`src/rtl/pipe_ctrl_pkg.sv`:
```
// rtl/pipe_ctrl_pkg.sv - shared types for the pipeline stall/flush sequencer
package pipe_ctrl_pkg;

    localparam int PERF_CNT_W = 32;

    typedef enum logic [1:0] {
        RUN   = 2'd0,
        IWAIT = 2'd1,
        DWAIT = 2'd2
    } seq_state_t;

    typedef struct packed {
        logic en;
        logic bubble;
    } stage_ctrl_t;

endpackage

```
`src/rtl/seq_watchdog.sv`:
```
// rtl/seq_watchdog.sv - wait-state cycle counter with sticky timeout flag
module seq_watchdog #(
    parameter int TIMEOUT_CYCLES = 1024
) (
    input  logic clk,
    input  logic rst,
    input  logic i_clear,
    input  logic i_tick,
    output logic o_timeout
);

    localparam int CW = $clog2(TIMEOUT_CYCLES + 1);
    localparam logic [CW-1:0] LIMIT = CW'(TIMEOUT_CYCLES);
    localparam logic [CW-1:0] LAST  = CW'(TIMEOUT_CYCLES - 1);

    logic [CW-1:0] r_cnt;
    logic          r_timeout;

    // Flag is raised on the cycle that completes the TIMEOUT_CYCLES-th wait cycle.
    always_ff @(posedge clk or posedge rst) begin
        if (rst) begin
            r_cnt     <= '0;
            r_timeout <= 1'b0;
        end else begin
            if (i_clear) begin
                r_cnt <= '0;
            end else if (i_tick && r_cnt != LIMIT) begin
                r_cnt <= r_cnt + 1'b1;
            end
            if (i_tick && !i_clear && r_cnt == LAST) begin
                r_timeout <= 1'b1;
            end
        end
    end

    assign o_timeout = r_timeout;

endmodule

```
`src/rtl/pipeline_sequencer.sv`:
```
// rtl/pipeline_sequencer.sv - stall/flush sequencer for the 5-stage RV32 pipeline
// Optional: PIPE_PERF_CNT_EN enables the saturating perf_* counters.
module pipeline_sequencer
    import pipe_ctrl_pkg::*;
#(
    parameter int TIMEOUT_CYCLES = 1024,
    parameter int CNT_W          = PERF_CNT_W
) (
    input  logic             clk,
    input  logic             reset,
    input  logic             load_use_stall,
    input  logic             redirect_valid,
    input  logic             icache_miss,
    input  logic             icache_ready,
    input  logic             dcache_miss,
    input  logic             dcache_ready,
    output logic             pc_en,
    output logic             if_id_en,
    output logic             id_ex_en,
    output logic             ex_mem_en,
    output logic             mem_wb_en,
    output logic             if_id_bubble,
    output logic             id_ex_bubble,
    output logic             ex_mem_bubble,
    output logic             icache_abort,
    output logic             timeout_err,
    output logic [CNT_W-1:0] perf_cycles,
    output logic [CNT_W-1:0] perf_lu_stalls,
    output logic [CNT_W-1:0] perf_imiss_cycles,
    output logic [CNT_W-1:0] perf_dmiss_cycles,
    output logic [CNT_W-1:0] perf_flushes
);

    seq_state_t  r_state, w_next;
    logic        r_ipend, w_ipend_next;
    logic        w_pc_en, w_mem_wb_en, w_abort;
    stage_ctrl_t w_if_id, w_id_ex, w_ex_mem;

    always_ff @(posedge clk or posedge reset) begin
        if (reset) begin
            r_state <= RUN;
            r_ipend <= 1'b0;
        end else begin
            r_state <= w_next;
            r_ipend <= w_ipend_next;
        end
    end

    always_comb begin
        w_next       = r_state;
        w_ipend_next = r_ipend;
        w_pc_en      = 1'b1;
        w_mem_wb_en  = 1'b1;
        w_abort      = 1'b0;
        w_if_id      = '{en: 1'b1, bubble: 1'b0};
        w_id_ex      = '{en: 1'b1, bubble: 1'b0};
        w_ex_mem     = '{en: 1'b1, bubble: 1'b0};

        if (r_state == DWAIT || dcache_miss) begin
            if (r_state == DWAIT && dcache_ready) begin
                w_next       = (r_ipend && !icache_ready) ? IWAIT : RUN;
                w_ipend_next = 1'b0;
            end else begin
                w_pc_en     = 1'b0;
                w_mem_wb_en = 1'b0;
                w_if_id.en  = 1'b0;
                w_id_ex.en  = 1'b0;
                w_ex_mem.en = 1'b0;
                w_next      = DWAIT;
                // Remember an I$ wait interrupted by the D$ miss unless its fill lands now.
                if (r_state != DWAIT) begin
                    w_ipend_next = (r_state == IWAIT || icache_miss) && !icache_ready;
                end else if (icache_ready) begin
                    w_ipend_next = 1'b0;
                end
            end
        end else if (redirect_valid && !load_use_stall) begin
            w_if_id.bubble = 1'b1;
            w_id_ex.bubble = 1'b1;
            if (r_state == IWAIT) begin
                w_abort = 1'b1;
                w_next  = RUN;
            end
        end else if (load_use_stall) begin
            w_pc_en         = 1'b0;
            w_if_id.en      = 1'b0;
            w_id_ex.en      = 1'b0;
            w_ex_mem.bubble = 1'b1;
        end else if (r_state == IWAIT && icache_ready) begin
            w_next = RUN;
        end else if (r_state == IWAIT || icache_miss) begin
            w_pc_en        = 1'b0;
            w_if_id.bubble = 1'b1;
            w_next         = IWAIT;
        end

        if (reset) begin
            w_pc_en     = 1'b0;
            w_mem_wb_en = 1'b0;
            w_abort     = 1'b0;
            w_if_id     = '{en: 1'b0, bubble: 1'b1};
            w_id_ex     = '{en: 1'b0, bubble: 1'b1};
            w_ex_mem    = '{en: 1'b0, bubble: 1'b1};
        end
    end

    assign pc_en         = w_pc_en;
    assign if_id_en      = w_if_id.en;
    assign id_ex_en      = w_id_ex.en;
    assign ex_mem_en     = w_ex_mem.en;
    assign mem_wb_en     = w_mem_wb_en;
    assign if_id_bubble  = w_if_id.bubble;
    assign id_ex_bubble  = w_id_ex.bubble;
    assign ex_mem_bubble = w_ex_mem.bubble;
    assign icache_abort  = w_abort;

    seq_watchdog #(
        .TIMEOUT_CYCLES(TIMEOUT_CYCLES)
    ) u_watchdog (
        .clk      (clk),
        .rst      (reset),
        .i_clear  ((r_state == RUN) || (w_next != r_state)),
        .i_tick   (r_state != RUN),
        .o_timeout(timeout_err)
    );

`ifdef PIPE_PERF_CNT_EN
    logic             w_frozen, w_lu_acc, w_flush;
    logic [CNT_W-1:0] r_cycles, r_lu, r_imiss, r_dmiss, r_flushes;

    assign w_frozen = (r_state == DWAIT) || dcache_miss;
    assign w_lu_acc = !w_frozen && load_use_stall;
    assign w_flush  = !w_frozen && redirect_valid && !load_use_stall;

    always_ff @(posedge clk or posedge reset) begin
        if (reset) begin
            r_cycles  <= '0;
            r_lu      <= '0;
            r_imiss   <= '0;
            r_dmiss   <= '0;
            r_flushes <= '0;
        end else begin
            if (!(&r_cycles))                         r_cycles  <= r_cycles + 1'b1;
            if (w_lu_acc && !(&r_lu))                 r_lu      <= r_lu + 1'b1;
            if (r_state == IWAIT && !(&r_imiss))      r_imiss   <= r_imiss + 1'b1;
            if (r_state == DWAIT && !(&r_dmiss))      r_dmiss   <= r_dmiss + 1'b1;
            if (w_flush && !(&r_flushes))             r_flushes <= r_flushes + 1'b1;
        end
    end

    assign perf_cycles       = r_cycles;
    assign perf_lu_stalls    = r_lu;
    assign perf_imiss_cycles = r_imiss;
    assign perf_dmiss_cycles = r_dmiss;
    assign perf_flushes      = r_flushes;
`else
    assign perf_cycles       = '0;
    assign perf_lu_stalls    = '0;
    assign perf_imiss_cycles = '0;
    assign perf_dmiss_cycles = '0;
    assign perf_flushes      = '0;
`endif

endmodule

```
`config.mk`:
```
export PLATFORM = sky130hd
export DESIGN_NAME = pipeline_sequencer
export DESIGN_NICKNAME = d
export VERILOG_FILES = /design/src/rtl/pipe_ctrl_pkg.sv /design/src/rtl/seq_watchdog.sv /design/src/rtl/pipeline_sequencer.sv
export SDC_FILE = /design/constraint.sdc
export NUM_CORES = 1
export LEC_CHECK = 0
export ABC_AREA = 1
export BUFFER_PORTS_ARGS = -buffer_cell sky130_fd_sc_hd__buf_4
export CAP_MARGIN = 20
export CORE_UTILIZATION = 37
export DETAILED_ROUTE_END_ITERATION = 10
export HOLD_SLACK_MARGIN = 0.1
export PLACE_DENSITY_LB_ADDON = 0.2
export SLEW_MARGIN = 40
export SYNTH_ARGS = -nofsm -noshare
export SYNTH_HDL_FRONTEND = slang
export SYNTH_HIERARCHICAL = 1
export SYNTH_SLANG_ARGS = --single-unit
```
`constraint.sdc`:
```
create_clock -name clk -period 1.8 [get_ports clk]
set_clock_uncertainty 0.2 [all_clocks]
set_input_delay 0.27 -clock clk [delete_from_list [all_inputs] [get_ports clk]]
set_output_delay 0.27 -clock clk [all_outputs]
set_load 0.01 [all_outputs]
```
* Word level (Yosys, flattened, before mapping)
Index checks and enable logic that the tools add are counted.
** Storage, ports and cells
- Bits in latches :: 0
- Input bits :: 8
- Flip-flop bits (word level) :: 15
- Bits in writable memories :: 0
- Memory bits (read-only) :: 0
- Memories kept :: 0
- Logic and storage cells :: 72
- Output and inout bits :: 170
** Operators by class
- Shift operators :: 0
- Div/mod/pow operators :: 0
- Reduce and logical (&&, ||, !) cells :: 19
- $add $sub $neg :: 1
- Eq/ne operators :: 6
- Order comparisons :: 0
- Bitwise logic cells :: 0
- Multipliers :: 0
- Muxes and demuxes :: 42
** Operator list (count)
- $mux W1 :: 30
- $mux W11 :: 2
- $mux W2 :: 10
- $add A11 B1 Y11 const B :: 1
- $eq A11 B10 Y1 const B :: 1
- $ne A11 B11 Y1 const B :: 1
- $logic_and A1 B1 Y1 :: 8
- $reduce_bool A2 Y1 :: 2
- $logic_not A1 Y1 :: 3
- $logic_or A1 B1 Y1 :: 3
- $reduce_bool A3 Y1 :: 1
- $eq A2 B1 Y1 const B :: 1
- $eq A2 B2 Y1 const B :: 1
- $logic_not A2 Y1 :: 1
- $ne A2 B2 Y1 :: 1
- $ne A2 B2 Y1 const B :: 1
- $reduce_and A2 Y1 :: 1

* Logic depth before layout (Yosys ltp)
Gate-level depths: netlist of the first run.
- Depth in word-level cells :: 12
- Depth in mapped cells :: 13
- Depth with buffers taken out :: 13

* By module
The synthesis of the first run kept the hierarchy.
** By module, submodules not included
- pipeline_sequencer :: instances 1, seq. area each 75.1 um2, area each 1561.5 um2, cells each 216
- seq_watchdog :: instances 1, seq. area each 300.3 um2, area each 793.3 um2, cells each 112

* Worst setup path before layout of the first run
OpenSTA, ideal clock, no wires.
- Path kind :: reg-to-output
- From :: register r_state[1]
- To :: output if_id_en
- Buffers on the path :: 1
- Stages on the path, launching flop included :: 8
- Data required time :: 1.330 ns
- Slack :: -0.066 ns
- Arrival time :: 1.396 ns
- Cells stage by stage :: dfrtp_1 inv_2 nor2_4 nor2_4 inv_2 o21ai_0 nor2_1 buf_4
** On the way
- Cells in the longest elaborated chain, start to end :: 5
- Elaborated cells on any way between the ends :: 6
- Classes of those cells :: eq/ne: 1; mux: 3; reduce/logical: 2
** Ends and longest elaborated chain
- from (decl) :: line pipeline_sequencer.sv:34 : seq_state_t r_state, w_next;
- from (signal assigned) :: line pipeline_sequencer.sv:44 : r_state <= w_next;
- $eq A2 B2 Y1 (*) :: line pipeline_sequencer.sv:59, pipeline_sequencer.sv:60
- $logic_and A1 B1 Y1 :: line pipeline_sequencer.sv:60 : if (r_state == DWAIT && dcache_ready) begin
- $mux W1 :: line pipeline_sequencer.sv:60
- $mux W1 (*) :: line pipeline_sequencer.sv:59 : if (r_state == DWAIT || dcache_miss) begin
- $mux W2 (*) :: line pipeline_sequencer.sv:97 : if (reset) begin
- to (decl) :: line pipeline_sequencer.sv:18 : output logic if_id_en,
Mark *: on every way between the ends. The rest lies on a longest branch, timed or not.

* Final worst setup path of the first run
- From :: register r_state[0]
- To :: output pc_en
** On the way
- Cells in the longest elaborated chain, start to end :: 8
- Elaborated cells on any way between the ends :: 13
- Classes of those cells :: eq/ne: 2; mux: 7; reduce/logical: 4
** Ends and longest elaborated chain
- $eq A2 B1 Y1 :: line pipeline_sequencer.sv:89, pipeline_sequencer.sv:91
- $logic_or A1 B1 Y1 :: line pipeline_sequencer.sv:91 : end else if (r_state == IWAIT || icache_miss) begin
- $mux W1 :: line pipeline_sequencer.sv:91
- $mux W1 :: line pipeline_sequencer.sv:89 : end else if (r_state == IWAIT && icache_ready) begin
- $mux W1 :: line pipeline_sequencer.sv:84 : end else if (load_use_stall) begin
- $mux W1 :: line pipeline_sequencer.sv:77 : end else if (redirect_valid && !load_use_stall) begin
- $mux W1 (*) :: line pipeline_sequencer.sv:59
- $mux W1 (*) :: line pipeline_sequencer.sv:97
- to (decl) :: line pipeline_sequencer.sv:17 : output logic pc_en,
Marked as above.

==> results_dict.tcl, run 1 <==
set metrics [dict create \
    gp_congestion 0.807 \
    cp-end-kind "output port" \
    use_met3_pct 1.11 \
    grtUsageTotal_pct 11.8 \
    grt_use_met1_pct 13.4 \
    wl_mm 4.30 \
    status "finished with violations" \
    period_needed_ps 2020 \
    finalHoldViolations 0 \
    hold_class "in2reg" \
    fp.dieW_um 81.8 \
    hold_slack_ps 126 \
    fmaxAchievable_mhz 495 \
    dieArea_um2 6690 \
    leakage_nw 1.43 \
    slew_viol_final 0 \
    criticalPathCategory "reg2out" \
    antenna_found_initial 0 \
    relSlewSlack_pct 66.4 \
    grt.overflow.total 0 \
    final_layout_size_suffix_gt1_share_pct 24.9 \
    wl_per_cell_um 9.42 \
    grt_pass1_vias 1339 \
    crit_path_start_kind "flop" \
    fill_cells 589 \
    powerDensity_nw_per_um2 829 \
    areaGrowthSynthToFinish_pct 4.68 \
    ys_ff_latch 15 \
    firstDrtPassIters 4 \
    clkSinkCount 15 \
    io_buffers 17 \
    fin_nets 392 \
    hpwl_mm 2.85 \
    insertion_delay_ps 250 \
    avgSynthCellArea_um2 7.18 \
    synth_top_cell_by_area "buf_4" \
    core_um2 6030 \
    start_util_pct 39.1 \
    die_h_um 81.8 \
    rsz0062_at_grt "true" \
    top_usage_layer "met2" \
    seq_area_frac_synth_pct 15.9 \
    syn_area_um2 2350 \
    timing.final.ws_setup_ps -222 \
    worst_slew_pin_slew_ps 503 \
    netlist.area_leader.share_pct 51.6 \
    diodes 0 \
    crit_fanout 4 \
    setup_viol 20 \
    critPathArrivalTime_ps 1550 \
    synth_cell_types 28 \
    max-vdd-ir-drop_mv 0.435 \
    root_buffer "clkbuf_8" \
    total_power_w 0.00204 \
    cts_htree_levels 1 \
    grtUsageMet2_pct 21.4 \
    grt_first_pass_wirelength_mm 6.10 \
    ioPinCount 178 \
    violations "setup timing" \
    ys_warn_count 6 \
    grt_max_degree 13 \
    cts_tree "built" \
    drv_cap 0 \
    drtIter0Drc 133 \
    clk_pin_slew_worst_paths_ps 60 \
    placementRows 28 \
    required_ps 1330 \
    drc_errors 0 \
    netlist_top_cells_area "buf_4 52%, dfrtp_1 16%, nand2_1 6.9%" \
    cts_buffers 3 \
    postRouteAntennaNets 0 \
    period_share_pct 112 \
    vias 1735 \
    cts_buffer_depth 2 \
    via_per_inst 3.80 \
    syn_inst 328 \
]
cells in the final DEF, fill, tap and decap left out, types with 2 or more instances in the layout:
cell type,Yosys,routed
conb_1,1,160
nand2_1,43,39
buf_4,162,35
inv_1,24,23
buf_6,1,16
dfrtp_1,15,14
nand4_1,12,12
nor2_1,13,11
nand3_1,17,11
nor2_4,6,8
nand2_2,3,5
nand3_2,1,5
nor2_2,4,5
inv_2,3,3
o21ai_1,3,3
clkbuf_8,0,3
nand2_4,0,2
nand3_4,0,2
o21ai_2,0,2
a21oi_1,2,2
dlygate4sd3_1,0,2
ha_1,2,2
layout make-up:
class | instances | area, um2 | share of cell area (%)
flip-flops and latches | 15 | 377 | 15.3
clock inverters | 1 | 5.00 | 0.203
well taps | 75 | 93.8 | 3.81
multi-input cells | 282 | 1380 | 56.0
clock buffers | 3 | 41.3 | 1.68
repair buffers | 53 | 463 | 18.8
inverters | 27 | 104 | 4.21
critical path, stage by stage (launching register included):
cell and delay [ps]:
dfrtp_2 450, nor2_4 180, inv_2 80, nor2_4 110
buf_6 110, nor2_4 40, nor2_4 110, o21a_1 120
buf_4 120
cell families (layout without fill, tap and decap cells):
family / Yosys count / count (layout) / share of synthesized area (%)
flops: 15 / 15 / 15.9
compound gates: 17 / 17 / 4.46
xor+xnor: 1 / 1 / 0.372
other cells: 1 / 160 / 0.159
buf+inv: 191 / 84 / 56.6
fa+ha+maj: 2 / 2 / 1.06
simple gates: 101 / 102 / 21.4
report_power, final:
part	switching, W	internal [W]	leakage, nW
Sequential	0.0000330	0.000377	0.198
Clock	0.000131	0.000153	0.0255
Combinational	0.000775	0.000575	1.21
Total	0.000939	0.00110	1.43
sequential cells by signal, summed over array words and instances, names as in the netlist:
| signal | count |
|---|---|
| u_watchdog/r_cnt | 11 |
| u_watchdog/o_timeout | 1 |
| r_state | 2 |
| r_ipend | 1 |
layer usage:
layer	vias up	wire length, um
li1	805	-
met1	789	1570
met2	133	2270
met3	8	349
met4	0	107
met5	-	0
Yosys cell counts, drive strengths merged:
master / n
buf: 164
nand2: 46
inv: 27
nor2: 23
nand3: 18
dfrtp: 15
nand4: 12
o21ai: 7
a21oi: 4
a31oi: 2
ha: 2
a21o: 1
conb: 1
nor3: 1
o211ai: 1
o21a: 1
o31ai: 1
or2: 1
xnor2: 1
worst paths after layout:
| kind | from | end | slack (ps) | cells past startpoint |
|---|---|---|---|---|
| worst min register to register | u_watchdog/o_timeout$_DFFE_PP0P_ | u_watchdog/o_timeout$_DFFE_PP0P_ | 300 | 2 |
| min in group asynchronous | reset | r_ipend$_DFFE_PP0P_ | 450 | 3 |
| worst max register to register | r_state[1]$_DFF_PP0_ | u_watchdog/r_cnt[7]$_DFFE_PP0P_ | -210 | 14 |
| worst max-delay path | r_state[0]$_DFF_PP0_ | pc_en | -220 | 8 |
| worst min-delay path | dcache_ready | r_ipend$_DFFE_PP0P_ | 130 | 4 |
| max in group asynchronous | reset | u_watchdog/r_cnt[3]$_DFFE_PP0P_ | 580 | 3 |
what timing repair did:
action,in CTS,in global routing
hold buffers,2,0
gates resized for setup,32,15
setup endpoints to repair,21,21
pin swaps,20,11
gates cloned,1,0
setup buffers,11,5
hold endpoints to repair,15,0
per-stage QoR:
step	worst slack [ps]	util (%)	instance area (um2)	setup TNS, ps	cells
after floorplan	18.6	-	2950	0	487
after detailed placement	-103	34.4	2080	-954	433
after CTS	-194	39.0	2350	-3050	451
after global placement	-79.1	34.4	2080	-767	433
final	-222	40.9	2460	-3350	456
after global routing	-334	40.9	2460	-5150	456
Note: power is estimated with default switching activity, not from simulation.
==> run 2: changes to the inputs <==
--- a/config.mk
+++ b/config.mk
@@ -8,7 +8,7 @@
 export ABC_AREA = 1
 export BUFFER_PORTS_ARGS = -buffer_cell sky130_fd_sc_hd__buf_4
 export CAP_MARGIN = 20
-export CORE_UTILIZATION = 37
+export CORE_UTILIZATION = 44
 export DETAILED_ROUTE_END_ITERATION = 10
 export HOLD_SLACK_MARGIN = 0.1
 export PLACE_DENSITY_LB_ADDON = 0.2
==> constraint.sdc (replaced) <==
create_clock -name clk -period 2.6 [get_ports clk]
set_clock_uncertainty 0.2 [all_clocks]
set_input_delay 0.39 -clock clk [delete_from_list [all_inputs] [get_ports clk]]
set_output_delay 0.39 -clock clk [all_outputs]
set_load 0.01 [all_outputs]
==> results_dict.tcl, run 2 (same netlist as run 1, synthesis figures left out) <==
set metrics [dict create \
    status "finished, final reports clean" \
    path_cells "dlygate4sd3_1 -> buf_4 -> inv_1 -> o21ai_0 -> nor2_1 -> buf_4" \
    via_per_inst 3.68 \
    fin_nets 357 \
    postRouteAntennaNets 0 \
    cts_buffer_depth 2 \
    clkSinkCount 15 \
    largest_register_ffs 11 \
    fp.dieW_um 75.2 \
    seq_area_um2 375 \
    cpMostUsedCell "buf_4" \
    reg.largest.list "u_watchdog/r_cnt: 11 flops, r_state: 2 flops" \
    hold_class "in2reg" \
    rsz0062_at_grt "false" \
    worst_path_max_delay_cell "dlygate4sd3_1" \
    cts_resized 0 \
    grt.overflow.total 0 \
    grt_max_degree 13 \
    final_layout_size_suffix_gt1_share_pct 11.8 \
    wl_mm 3.12 \
    cts_buffers 3 \
    post-cts-setup-buffer-count 0 \
    fill_cells 566 \
    insertion_delay_ps 250 \
    core_um2 5140 \
    drv_cap 0 \
    ioPinCount 178 \
    hpwl_mm 2.56 \
    critical_path.top_delay_family "buffers and inverters" \
    cts_tree "built" \
    cts_htree_levels 1 \
    crit_path_start_kind "input port" \
    grtUsageTotal_pct 10.9 \
    total_power_w 0.000977 \
    dieArea_um2 5650 \
    powerDensity_nw_per_um2 489 \
    antenna_found_initial 0 \
    io_buffers 17 \
    slew_viol_final 0 \
    die_h_um 75.2 \
    period_share_pct 87.4 \
    place_ws_ps 559 \
    crit_fanout 6 \
    placementRows 26 \
    worst_slew_pin_slew_ps 499 \
    relSlewSlack_pct 66.7 \
    start_util_pct 45.8 \
    period_needed_ps 2270 \
    critPathArrivalTime_ps 1680 \
    diodes 0 \
    vias 1529 \
    fmaxAchievable_mhz 440 \
    largest_register "u_watchdog/r_cnt" \
    clk_pin_slew_worst_paths_ps 60 \
    timing.final.ws_setup_ps 328 \
    drc_errors 0 \
    drtIter0Drc 78 \
    cp-end-kind "output port" \
    final_common_cell "conb_1" \
    hold_slack_ps 256 \
    slowest_delay_ps 530 \
    final_cell_mix "160 x conb_1, 43 x nand2_1, 24 x inv_1, 18 x buf_4, 17 x nand3_1" \
    firstDrtPassIters 4 \
    gp_congestion 0.815 \
    setup_viol 0 \
    required_ps 2010 \
    wl_per_cell_um 7.49 \
    max-vdd-ir-drop_mv 0.161 \
    areaGrowthSynthToFinish_pct -15.2 \
    grt_first_pass_wirelength_mm 4.75 \
    finalHoldViolations 0 \
    grt_pass1_vias 1016 \
    leakage_nw 1.20 \
    final.setup.tns_ps 0 \
    criticalPathCategory "in2out" \
    multi_input_area_um2 1240 \
    cp_num_buf_inv 4 \
    root_buffer "clkbuf_8" \
]
[run 2: cell type report]
cell class	instances	share of cell area (%)
well taps	70	4.39
repair buffers	19	7.27
inverters	27	5.08
clock buffers	4	2.26
multi-input cells	281	62.2
flip-flops and latches	15	18.8
[run 2: worst paths after layout]
kind | from | end | slack, ps | cells past startpoint
setup reg to reg | r_state[0]$_DFF_PP0_ | u_watchdog/o_timeout$_DFFE_PP0P_ | 570 | 9
setup / recovery | reset | id_ex_en | 330 | 6
hold reg to reg | u_watchdog/o_timeout$_DFFE_PP0P_ | u_watchdog/o_timeout$_DFFE_PP0P_ | 300 | 2
hold / removal | dcache_ready | r_ipend$_DFFE_PP0P_ | 260 | 4
max in group asynchronous | reset | u_watchdog/r_cnt[0]$_DFFE_PP0P_ | 1310 | 3
min in group asynchronous | reset | r_state[0]$_DFF_PP0_ | 430 | 3
[run 2: repair_timing]
action / in CTS / in global routing
setup endpoints to repair: 0 / 0
hold endpoints to repair: 15 / 0
hold buffers: 1 / 0
[run 2: power by group]
part | internal [W] | switching, W | total [W]
combinational | 0.000139 | 0.000362 | 0.000502
sequential | 0.000260 | 0.0000253 | 0.000285
clock | 0.000108 | 0.0000811 | 0.000190
total | 0.000508 | 0.000469 | 0.000977
[run 2: per-stage QoR]
stage                     instances  area (um2)  utilization [%]
after floorplan                 487        2950                -
after global placement          411        1940             37.8
after detailed placement        411        1940             37.8
after CTS                       416        2000             38.9
after global routing            416        2000             38.9
final                           416        2000             38.9
[run 2: tightest hold or removal path, stage by stage]
cell and delay, ps:
buf_4 90, nand2_1 50, o211ai_1 70, a21oi_1 70
[run 2: per-layer routing]
layer / GRT usage (%) / share of wire (%) / up-vias
met5: 0 / 0 / -
met2: 17.7 / 46 / 112
met4: 3.09 / 1.2 / 0
met1: 14.8 / 42 / 676
li1: - / - / 739
met3: 2.01 / 11 / 2
